**config.mk**
```make
export PLATFORM = sky130hd
export DESIGN_NAME = sr_shift_ctrl
export DESIGN_NICKNAME = d
export VERILOG_FILES = /design/src/rtl/sr_shift_ctrl.sv
export SDC_FILE = /design/constraint.sdc
export NUM_CORES = 1
export LEC_CHECK = 0
export CORE_MARGIN = 3
export CORE_UTILIZATION = 47
export DETAILED_ROUTE_END_ITERATION = 10
export DONT_BUFFER_PORTS = 1
export GPL_TIMING_DRIVEN = 1
export SYNTH_ARGS = -nofsm -noshare
export SYNTH_HDL_FRONTEND = slang
export SYNTH_SLANG_ARGS = --single-unit
```
**constraint.sdc**
```tcl
create_clock -name clk -period 1.1 [get_ports clk]
set_input_delay 0.055 -clock clk [delete_from_list [all_inputs] [get_ports clk]]
set_output_delay 0.055 -clock clk [all_outputs]
set_load 0.01 [all_outputs]
```
**src/rtl/sr_shift_ctrl.sv**
```systemverilog
// sr_shift_ctrl -- sequencing controller for a serial-in, shift-right shift
// register (the serial bit enters the MSB, so the first bit received ends up
// in bit 0). One request frames one WIDTH-bit word. The controller clears the
// register and shifts it WIDTH times. It then captures the parallel state into
// an output holding register, which is offered on a valid/ready handshake.
//
// Optional feature macro: SR_PARITY_EN
//   defined   : a one-cycle PARITY state follows SHIFT. ser_in is sampled there
//               as an even-parity bit. par_err is registered with dout at
//               capture.
//   undefined : there is no PARITY state, par_err is tied to 0 and ser_in is
//               ignored.
//
// Ports:
//   clk        system clock, rising edge
//   reset      asynchronous active-low reset
//   start      request one word (sampled at the clock edge)
//   abort      cancel the word in progress
//   ser_in     serial line, used only as the parity bit
//   sr_state   parallel state of the shift register
//   sr_clear   one-cycle clear pulse to the shift register
//   sr_shift   shift enable to the shift register
//   busy       controller is not idle
//   dout       captured word, stable while dout_valid=1
//   dout_valid captured word available
//   dout_ready consumer accepts dout
//   par_err    parity error of the word on dout
//   overrun    sticky: start seen while a word was being framed
module sr_shift_ctrl #(
   parameter int WIDTH = 4,
   parameter int CNT_W = 4
) (
   input  logic             clk,
   input  logic             reset,
   input  logic             start,
   input  logic             abort,
   input  logic             ser_in,
   input  logic [WIDTH-1:0] sr_state,
   output logic             sr_clear,
   output logic             sr_shift,
   output logic             busy,
   output logic [WIDTH-1:0] dout,
   output logic             dout_valid,
   input  logic             dout_ready,
   output logic             par_err,
   output logic             overrun
);

   typedef enum logic [2:0] {
      IDLE    = 3'd0,
      CLEAR   = 3'd1,
      SHIFT   = 3'd2,
      PARITY  = 3'd3,
      CAPTURE = 3'd4,
      HOLD    = 3'd5
   } state_t;

   localparam logic [CNT_W-1:0] LAST_CNT = CNT_W'(WIDTH - 1);

   state_t           state_q;
   logic [CNT_W-1:0] cnt_q;
   logic [WIDTH-1:0] dout_q;
   logic             dout_valid_q;
   logic             par_err_q;
   logic             overrun_q;

   // The output slot can take a new word if it is empty or is being drained
   // at this same edge.
   logic slot_free;
   assign slot_free = !dout_valid_q || dout_ready;

   // This is the parity result that would be registered if a capture happened
   // at this edge.
   logic par_calc;

`ifdef SR_PARITY_EN
   logic par_bit_q;
   assign par_calc = (^sr_state) ^ par_bit_q;

   always_ff @(posedge clk or negedge reset) begin
      if (!reset)                 par_bit_q <= 1'b0;
      else if (state_q == PARITY) par_bit_q <= ser_in;
   end
`else
   logic unused_ser_in;
   assign unused_ser_in = ser_in;
   assign par_calc      = 1'b0;
`endif

   always_ff @(posedge clk or negedge reset) begin
      if (!reset) begin
         state_q      <= IDLE;
         cnt_q        <= '0;
         dout_q       <= '0;
         dout_valid_q <= 1'b0;
         par_err_q    <= 1'b0;
         overrun_q    <= 1'b0;
      end else begin
         // Plain accept. A capture further down overrides this and keeps
         // valid high.
         if (dout_valid_q && dout_ready) dout_valid_q <= 1'b0;

         case (state_q)
            IDLE: begin
               if (start) state_q <= CLEAR;
            end

            CLEAR: begin
               cnt_q <= '0;
               if (start) overrun_q <= 1'b1;
               state_q <= abort ? IDLE : SHIFT;
            end

            SHIFT: begin
               if (start) overrun_q <= 1'b1;
               if (abort) begin
                  cnt_q   <= '0;
                  state_q <= IDLE;
               end else begin
                  cnt_q <= cnt_q + CNT_W'(1);
                  if (cnt_q == LAST_CNT) begin
`ifdef SR_PARITY_EN
                     state_q <= PARITY;
`else
                     state_q <= CAPTURE;
`endif
                  end
               end
            end

            PARITY: begin
               if (start) overrun_q <= 1'b1;
               if (abort) begin
                  cnt_q   <= '0;
                  state_q <= IDLE;
               end else begin
                  state_q <= CAPTURE;
               end
            end

            CAPTURE, HOLD: begin
               if (abort) begin
                  cnt_q   <= '0;
                  state_q <= IDLE;
               end else if (slot_free) begin
                  dout_q       <= sr_state;
                  dout_valid_q <= 1'b1;
                  par_err_q    <= par_calc;
                  // A start here chains straight into the next word.
                  state_q      <= start ? CLEAR : IDLE;
               end else begin
                  state_q <= HOLD;
               end
            end

            default: state_q <= IDLE;
         endcase
      end
   end

   // Strobes are decoded from state only, so no input reaches an output
   // through combinational logic.
   assign sr_clear   = (state_q == CLEAR);
   assign sr_shift   = (state_q == SHIFT);
   assign busy       = (state_q != IDLE);
   assign dout       = dout_q;
   assign dout_valid = dout_valid_q;
   assign par_err    = par_err_q;
   assign overrun    = overrun_q;

endmodule

```
==> Word-level counts from Yosys, hierarchy flattened <==
Index checks and enable logic that the tools add are counted.
{ "word_totals": {"elab_cells": 45, "output_inout_bits": 10, "regBits": 13, "in_bits": 10} }
{ "op_classes": {"mux": 16, "n_bitwise": 1, "reduce_logical": 13, "n_eq_ne": 9, "n_addsub": 1} }
{ "op_table": {"columns": ["op", "n"], "rows": [
  ["3-bit 2-to-1 mux", 6],
  ["3-bit case mux with 5 select lines", 1],
  ["4-bit case mux with 3 select lines", 1],
  ["4-bit 2-to-1 mux", 2],
  ["3-bit by 2-bit equality test with 1-bit output, second input constant", 2],
  ["3-bit equality test, second input constant", 2],
  ["2-bit AND reduction", 3],
  ["3-bit nonzero test", 2],
  ["3-bit OR reduction", 2],
  ["1-bit 2-to-1 mux", 5],
  ["4-bit by 1-bit adder with 4-bit output, second input constant", 1],
  ["4-bit by 2-bit equality test with 1-bit output, second input constant", 1],
  ["3-bit by 1-bit equality test with 1-bit output, second input constant", 1],
  ["3-bit logical NOT", 1],
  ["3-bit by 2-bit inequality test with 1-bit output, second input constant", 1],
  ["3-bit AND reduction", 1],
  ["2-bit 2-to-1 mux", 1],
  ["2-bit by 1-bit inequality test with 1-bit output, second input constant", 1],
  ["2-bit inequality test, second input constant", 1],
  ["2-bit OR reduction", 1],
  ["1-bit logical AND", 1],
  ["1-bit logical NOT", 1],
  ["1-bit logical OR", 1],
  ["1-bit inverter", 1]
]} }

==> Logic depth before layout (Yosys ltp) <==
Gate-level depths: netlist of run 1.
{ "logic_depth": {"ltp_word": 5, "ltp_mapped": 4, "ltp_nobuf": 4} }

==> Worst setup path before layout of run 1 <==
OpenSTA, ideal clock, no wires.
{ "synth_timing": {"kind": "register -> register", "startpoint": "reg cnt_q[0]", "endpoint": "reg state_q[1]", "required_time_ps": 980, "setup_slack_ps": -65, "arrival_time_ps": 1044, "period_less_slack_ps": 1165, "path_stages_with_launch": 5, "path_buffers": 0, "setup_time_ps": 120, "path_cell_list": "dfrtp_1 -> ha_1 -> nor3b_1 -> nor3b_1 -> o211a_1"} }
{ "synth_via": {"elab_chain_cells": 3} }
{ "synth_rtl": {"columns": ["item", "line", "text"], "rows": [
  ["start, declared", "61", "logic [CNT_W-1:0] cnt_q;"],
  ["start signal, assigned", "120", "cnt_q <= cnt_q + CNT_W'(1);"],
  ["4-bit by 2-bit equality test with 1-bit output", "121", "if (cnt_q == LAST_CNT) begin"],
  ["3-bit by 2-bit inequality test with 1-bit output (no line)", null, null],
  ["2-bit AND reduction (no line)", null, null],
  ["end signal, assigned", "111", "state_q <= abort ? IDLE : SHIFT;"],
  ["end signal, assigned", "150", "state_q <= start ? CLEAR : IDLE;"],
  ["end, declared", "60", "state_t state_q;"]
]} }
Every way passes these cells.
A chain may end at the register's enable or synchronous reset.

==> Worst setup path after layout of run 1 <==
{ "layout_timing": {"startpoint": "reg state_q[2]", "endpoint": "out busy"} }
{ "layout_via": {"elab_chain_cells": 1} }
{ "layout_rtl": {"columns": ["item", "line", "text"], "rows": [
  ["3-bit nonzero test", "165", "assign busy = (state_q != IDLE);"],
  ["end, declared", "41", "output logic busy,"]
]} }
Every way passes these cells.

==> run_results.csv, run 1 <==
group,metric,value,unit
power,power_switching,539,µW
placement,place.gp.congestion,0.742,
floorplanning,die_area,0.00196,mm²
drt,ant_nets,0,
run_status,status,"complete, but fails checks",
synthesis,yosys_warnings,0,
power,finalPower,1.60,mW
worst_setup_path,critical_path_class,"reg2out",
sta,final-hold-violation-count,0,
clock_tree,cts.path.max_buffers,2,
worst_setup_path,r2r_start,"state_q[1]",
clock_tree,htree_levels,1,
power,power.internal,1.06,mW
placement,io_buffer_count,0,
finish,area_growth_syn_to_layout,66.2,%
finish,fill_cells,64,
global_route,antenna_found_initial,0,
power,power_frac_comb,37.6,%
clock_tree,cts-root-buf,"clkbuf_4",
floorplanning,die_x,44.3,µm
worst_setup_path,slowest_delay,0.47,ns
finish,design_area,0.00115,mm²
sta,slew_headroom,60.8,%
sta,clock_skew,0.00853,ns
finish,diodes,0,
global_route,grt_max_degree,14,
drt,dr.pass1.iters,4,
worst_setup_path,arrival,1.26,ns
global_route,grt_pass1_vias,712,
floorplanning,core_area,0.00133,mm²
floorplanning,fp.dieH,44.3,µm
synthesis,ys_seq_elements,13,
synthesis,seq_area_frac_synth,47.2,%
synthesis,ys_types,28,
sta,tightest_slew,0.585,ns
placement,placed_cell_area,782,µm²
global_route,grt_first_pass_wirelength,3.29,mm
worst_setup_path,crit_slowest_cell,"dfrtp_2",
drt,drt-initial-drc-count,10,
sta,setup_viol,13,
worst_setup_path,path_delay_family,"flip-flops",
global_route,gr-usage-all-layers,24.5,%
clock_tree,clk_pin_slew,0.09,ns
worst_setup_path,cp-startpoint,"state_q[2]",
worst_setup_path,cp.required,1.04,ns
worst_setup_path,path_max_fanout,6,
worst_setup_path,cp_num_buf_inv,3,
drt,drc,0,
power,p_clk_share,18.6,%
synthesis,synth.avg_cell_area,10.1,µm²
sta,fin_ws,-0.217,ns
worst_setup_path,cp_common_cell,"buf_6",
placement,post-dp-hpwl,1.10,mm
worst_setup_path,crit_chain,"buf_6, nor3_4, buf_6, inv_4",
drt,routed_via_density,5.53,
drt,wl_per_cell,18.0,µm
clock_tree,cts_buffers,3,
power,peakVddDrop,1.19,mV
finish,drive_gt1_share,58.5,%
floorplanning,num_rows,13,
synthesis,syn_nets,79,
worst_setup_path,cp-start-kind,"flip-flop",
finish,nets,118,
synthesis,netlist_instances,68,
sta,finalCritPeriodShare,120,%
power,switching_share,33.7,%
sta,fmax,0.759,GHz
power,seq_power_share,43.8,%
worst_setup_path,cp-end-kind,"output pin",
power,powerDensity,1400,mW/mm²
synthesis,syn-cell-area,689,µm²
global_route,gr-total-overflow,0,
worst_hold_path,min_from,"abort",
worst_hold_path,holdCritPathClass,"in2reg",
run_status,violations,"setup timing",
sta,period_needed,1.32,ns
drt,dr_total_vias,669,
sta,drv_slew,0,
sta,rsz0062_at_grt,"yes",
floorplanning,start_util,51.7,%
clock_tree,clock_latency,0.28,ns
power,cellLeakagePower,0.540,nW
run,drv_cap,0,
floorplanning,pin_count,20,
drt,wl,2.18,mm
clock_tree,cts.sinks,13,
clock_tree,cts_tree,"yes",
==> area by class of cell <==
cell class / instances / area, µm² / area share [%]
multi-input combinational: 42 / 398 / 34.7
tap: 15 / 18.8 / 1.64
clock inverter: 1 / 5.00 / 0.437
sequential: 13 / 329 / 28.7
timing repair buffer: 38 / 337 / 29.4
inverter: 9 / 36.3 / 3.17
clock buffer: 3 / 22.5 / 1.97
==> per-stage QoR <==
| stage | setup slack [ns] | std cells | utilization, % | TNS, ns | hold slack, ns |
|---|---|---|---|---|---|
| after detailed placement | -0.130 | 92 | 58.6 | -1.13 | -0.240 |
| after floorplan | -0.0130 | 68 | - | -0.0130 | -0.241 |
| final | -0.217 | 121 | 85.9 | -1.85 | 0.102 |
| after CTS | -0.162 | 113 | 78.6 | -1.35 | 0.0689 |
| after global placement | -0.114 | 92 | 58.6 | -0.847 | -0.240 |
| after global routing | -0.270 | 121 | 85.9 | -2.62 | 0.110 |
==> registers in the layout (all words and copies together) (netlist names) <==
| signal | cells |
|---|---|
| dout_valid | 1 |
| state_q | 3 |
| dout | 4 |
| cnt_q | 4 |
| overrun | 1 |
==> cell usage after synthesis, drive strengths merged <==
| cell | number | area share (%) |
|---|---|---|
| nand2 | 4 | 2.2 |
| a21oi | 2 | 1.5 |
| o211ai | 2 | 2.2 |
| nor2 | 3 | 1.6 |
| nor3 | 2 | 1.5 |
| nor4b | 1 | 2.2 |
| o211a | 1 | 1.5 |
| nand2b | 3 | 2.7 |
| buf | 4 | 4.5 |
| conb | 1 | 0.54 |
| mux2i | 2 | 2.9 |
| and2 | 1 | 0.91 |
| mux2 | 4 | 6.5 |
| a211o | 1 | 1.3 |
| or3 | 1 | 0.91 |
| and3b | 1 | 1.3 |
| nor3b | 2 | 2.2 |
| nand3 | 3 | 2.2 |
| inv | 9 | 4.9 |
| nor2b | 1 | 0.91 |
| a221oi | 1 | 1.3 |
| dfrtp | 13 | 47 |
| a211oi | 1 | 1.8 |
| ha | 1 | 1.8 |
| o22ai | 4 | 3.6 |
==> power by group through the flow <==
stage / registers [mW] / logic (mW) / clock network, mW
global placement: 0.696 / 0.318 / 0
global route: 0.712 / 0.644 / 0.333
CTS: 0.693 / 0.520 / 0.308
finish: 0.700 / 0.602 / 0.297
detailed placement: 0.699 / 0.332 / 0
floorplan: 0.663 / 0.242 / 0
==> cells in the final DEF, fill, tap and decap left out, drive strengths merged <==
cell,Yosys,layout
buf,4,31
dfrtp,13,13
inv,9,9
dlygate4sd3,0,7
nand2,4,4
o22ai,4,4
mux2,4,4
clkbuf,0,3
nand2b,3,3
nand3,3,3
nor2,3,3
o211ai,2,2
a21oi,2,2
mux2i,2,2
nor3,2,2
nor3b,2,2
and2,1,1
and3b,1,1
a211oi,1,1
or3,1,1
nor4b,1,1
nor2b,1,1
o211a,1,1
a211o,1,1
a221oi,1,1
ha,1,1
conb,1,1
clkinv,0,1
==> kinds of logic after synthesis <==
kind of cell	after synthesis	synth area share (%)
fa+ha+maj	1	1.81
flops	13	47.2
other cells	1	0.544
mux	6	9.44
simple gates	22	18.5
compound gates	12	13.1
buf+inv	13	9.44
==> routing by layer <==
| layer | vias up | global-route usage (%) | wire length [µm] | part of all wire, % |
|---|---|---|---|---|
| li1 | 309 | - | - | - |
| met1 | 320 | 28.4 | 861 | 40 |
| met2 | 34 | 39.5 | 1130 | 52 |
| met3 | 6 | 10.6 | 132 | 6.1 |
| met4 | 0 | 10.2 | 51 | 2.3 |
| met5 | - | 0 | 0 | 0 |
==> worst min-delay path, delay by kind of cell <==
family,cells,cell delay (ns)
AO/OA/AOI/OAI,2,0.17
AND/OR/NAND/NOR,1,0.11
==> timing repair <==
| action | 4_1_cts | 5_1_grt |
|---|---|---|
| gates resized for setup | 25 | 10 |
| endpoints found under the hold margin | 23 | 0 |
| pin swaps | 7 | 7 |
| buffers inserted | 10 | 8 |
| hold buffers | 7 | 0 |
| setup endpoints to repair | 14 | 15 |
==> worst paths after layout <==
| kind | to | slack (ns) | cells past startpoint |
|---|---|---|---|
| setup / recovery | busy | -0.22 | 4 |
| setup reg to reg | cnt_q[3] | -0.20 | 4 |
| hold reg to reg | overrun | 0.54 | 1 |
| hold / removal | cnt_q[1] | 0.10 | 3 |
| min in group asynchronous | overrun | 0.20 | 1 |
| max in group asynchronous | state_q[1] | 0.47 | 1 |
Power figures use the tool's default switching activity.
==> run 2: changes to the inputs <==
==> constraint.sdc (replaced) <==
create_clock -name clk -period 1.1 [get_ports clk]
set_input_delay 0.055 -clock clk [delete_from_list [all_inputs] [get_ports clk]]
set_output_delay 0.055 -clock clk [all_outputs]
set_load 0.05 [all_outputs]
==> run_results.csv, run 2 (synthesis results as in run 1) <==
group,metric,value,unit
run_status,status,"complete, but fails checks",
run_status,violations,"setup timing",
sta,period_needed,1.35,ns
drt,dr.pass1.iters,4,
sta,drv_slew,0,
floorplanning,die_x,44.3,µm
worst_setup_path,reg2reg_to,"cnt_q[3]",
global_route,grt_max_degree,14,
worst_hold_path,holdCritPathClass,"in2reg",
placement,placed_cell_area,888,µm²
power,seq_power_share,33.4,%
clock_tree,cts-root-buf,"clkbuf_4",
sta,rsz0062_at_grt,"yes",
global_route,grt_first_pass_wirelength,2.93,mm
sta,slew_headroom,58.6,%
placement,post-dp-hpwl,1.13,mm
global_route,gr-usage-all-layers,21.0,%
worst_setup_path,r2r_start,"state_q[1]",
drt,wl_per_cell,17.6,µm
finish,fill_cells,63,
clock_tree,cts_tree,"yes",
clock_tree,clock_latency,0.27,ns
floorplanning,pin_count,20,
sta,clock_skew,0.00916,ns
global_route,antenna_found_initial,0,
power,powerDensity,1680,mW/mm²
finish,diodes,0,
power,p_clk_share,14.6,%
worst_setup_path,critical_path_class,"reg2out",
sta,final-hold-violation-count,0,
power,peakVddDrop,1.17,mV
worst_setup_path,cp.required,1.04,ns
clock_tree,htree_levels,1,
drt,drt-initial-drc-count,14,
finish,final_cell_mix,"buf_4, buf_6, dfrtp_1",
worst_setup_path,endpoint,"busy",
worst_setup_path,cp-end-kind,"output pin",
power,cellLeakagePower,0.570,nW
run,drv_cap,0,
placement,io_buffer_count,0,
power,power.internal,1.20,mW
floorplanning,start_util,51.7,%
finish,nets,119,
worst_setup_path,ff2ff_setup_slack,-0.25,ns
floorplanning,num_rows,13,
sta,finalCritPeriodShare,123,%
worst_setup_path,cp-start-kind,"flip-flop",
sta,tightest_slew,0.619,ns
power,switching_share,40.1,%
floorplanning,die_area,0.00196,mm²
global_route,gr-total-overflow,0,
clock_tree,cts_buffers,3,
power,power_frac_comb,52.0,%
floorplanning,fp.dieH,44.3,µm
power,finalPower,2.01,mW
drt,dr_total_vias,671,
sta,setup_viol,14,
drt,ant_nets,0,
drt,drc,0,
power,power_switching,804,µW
worst_setup_path,reg2reg_depth,5,
floorplanning,core_area,0.00133,mm²
finish,drive_gt1_share,51.4,%
worst_setup_path,cp-startpoint,"state_q[1]",
worst_setup_path,path_max_fanout,3,
finish,design_area,0.00119,mm²
placement,place.gp.congestion,0.777,
finish,final_common_cell,"buf_4",
sta,fin_ws,-0.249,ns
clock_tree,cts.sinks,13,
global_route,grt_pass1_vias,641,
drt,routed_via_density,5.50,
drt,wl,2.14,mm
worst_setup_path,arrival,1.29,ns
finish,area_growth_syn_to_layout,72.8,%
sta,fmax,0.741,GHz
clock_tree,clk_pin_slew,0.09,ns
clock_tree,cts.path.max_buffers,2,
[run 2: cell types whose count changed in the layout (fill, tap and decap cells not counted), moves of 2 or more]
cell	delta
buf_4	-5
buf_6	+4
mux2_2	-3
mux2_4	+3
a21oi_1	+2
a21oi_2	-2
inv_1	+2
nand2b_4	+2
[run 2: critical path, cell delays in order, from the launching register on]
cell	delay [ns]
dfrtp_1	0.43
buf_4	0.17
nor3_4	0.19
inv_1	0.08
buf_6	0.15
[run 2: what timing repair did]
item                                   4_1_cts  5_1_grt
setup endpoints to repair                   14       15
hold buffers                                 8        0
gates cloned                                 0        0
pin swaps                                    7       10
endpoints found under the hold margin       23        0
gates resized for setup                     20        7
setup buffers                                7        7
[run 2: routing by layer]
| layer | GRT usage, % | wire length (µm) | up-vias |
|---|---|---|---|
| li1 | - | - | 310 |
| met1 | 27.7 | 869 | 338 |
| met2 | 34.3 | 1170 | 19 |
| met3 | 4.07 | 87 | 4 |
| met4 | 7.23 | 17 | 0 |
| met5 | 0 | 0 | - |
[run 2: final cells by class]
type	count	area, µm²	share of cell area, %
multi-input cells	42	409	34.3
clock buffers	4	26.3	2.21
flip-flops and latches	13	329	27.6
repair buffers	39	374	31.4
inverters	9	33.8	2.84
well taps	15	18.8	1.58
[run 2: power by group through the flow]
| stage | Combinational [mW] | Clock (mW) | Sequential [mW] |
|---|---|---|---|
| after floorplan | 0.365 | 0 | 0.839 |
| after global placement | 0.770 | 0 | 0.660 |
| after CTS | 0.944 | 0.301 | 0.660 |
| after global routing | 1.10 | 0.323 | 0.681 |
| after detailed placement | 0.782 | 0 | 0.666 |
| final | 1.04 | 0.294 | 0.670 |
[run 2: worst min-delay path by stage]
stage | start | endpoint | slack (ns) | cells after the start
5_1_grt | start | state_q[0] | 0.05 | 3
2_1_floorplan | reset | cnt_q[0] | -0.24 | 0
6_report | start | state_q[0] | 0.03 | 3
3_3_place_gp | reset | cnt_q[0] | -0.24 | 0
3_5_place_dp | reset | cnt_q[0] | -0.24 | 0
4_1_cts | start | state_q[0] | 0.008 | 3
[run 2: stage by stage]
step	setup TNS (ns)	std cells	setup slack (ns)	utilization, %	hold WS (ns)
floorplan	-0.235	68	-0.0567	-	-0.241
global placement	-0.965	98	-0.115	66.6	-0.240
detailed placement	-1.21	98	-0.145	66.6	-0.240
CTS	-1.73	116	-0.217	84.1	0.00761
global route	-3.57	122	-0.301	89.3	0.0539
finish	-2.84	122	-0.249	89.3	0.0311
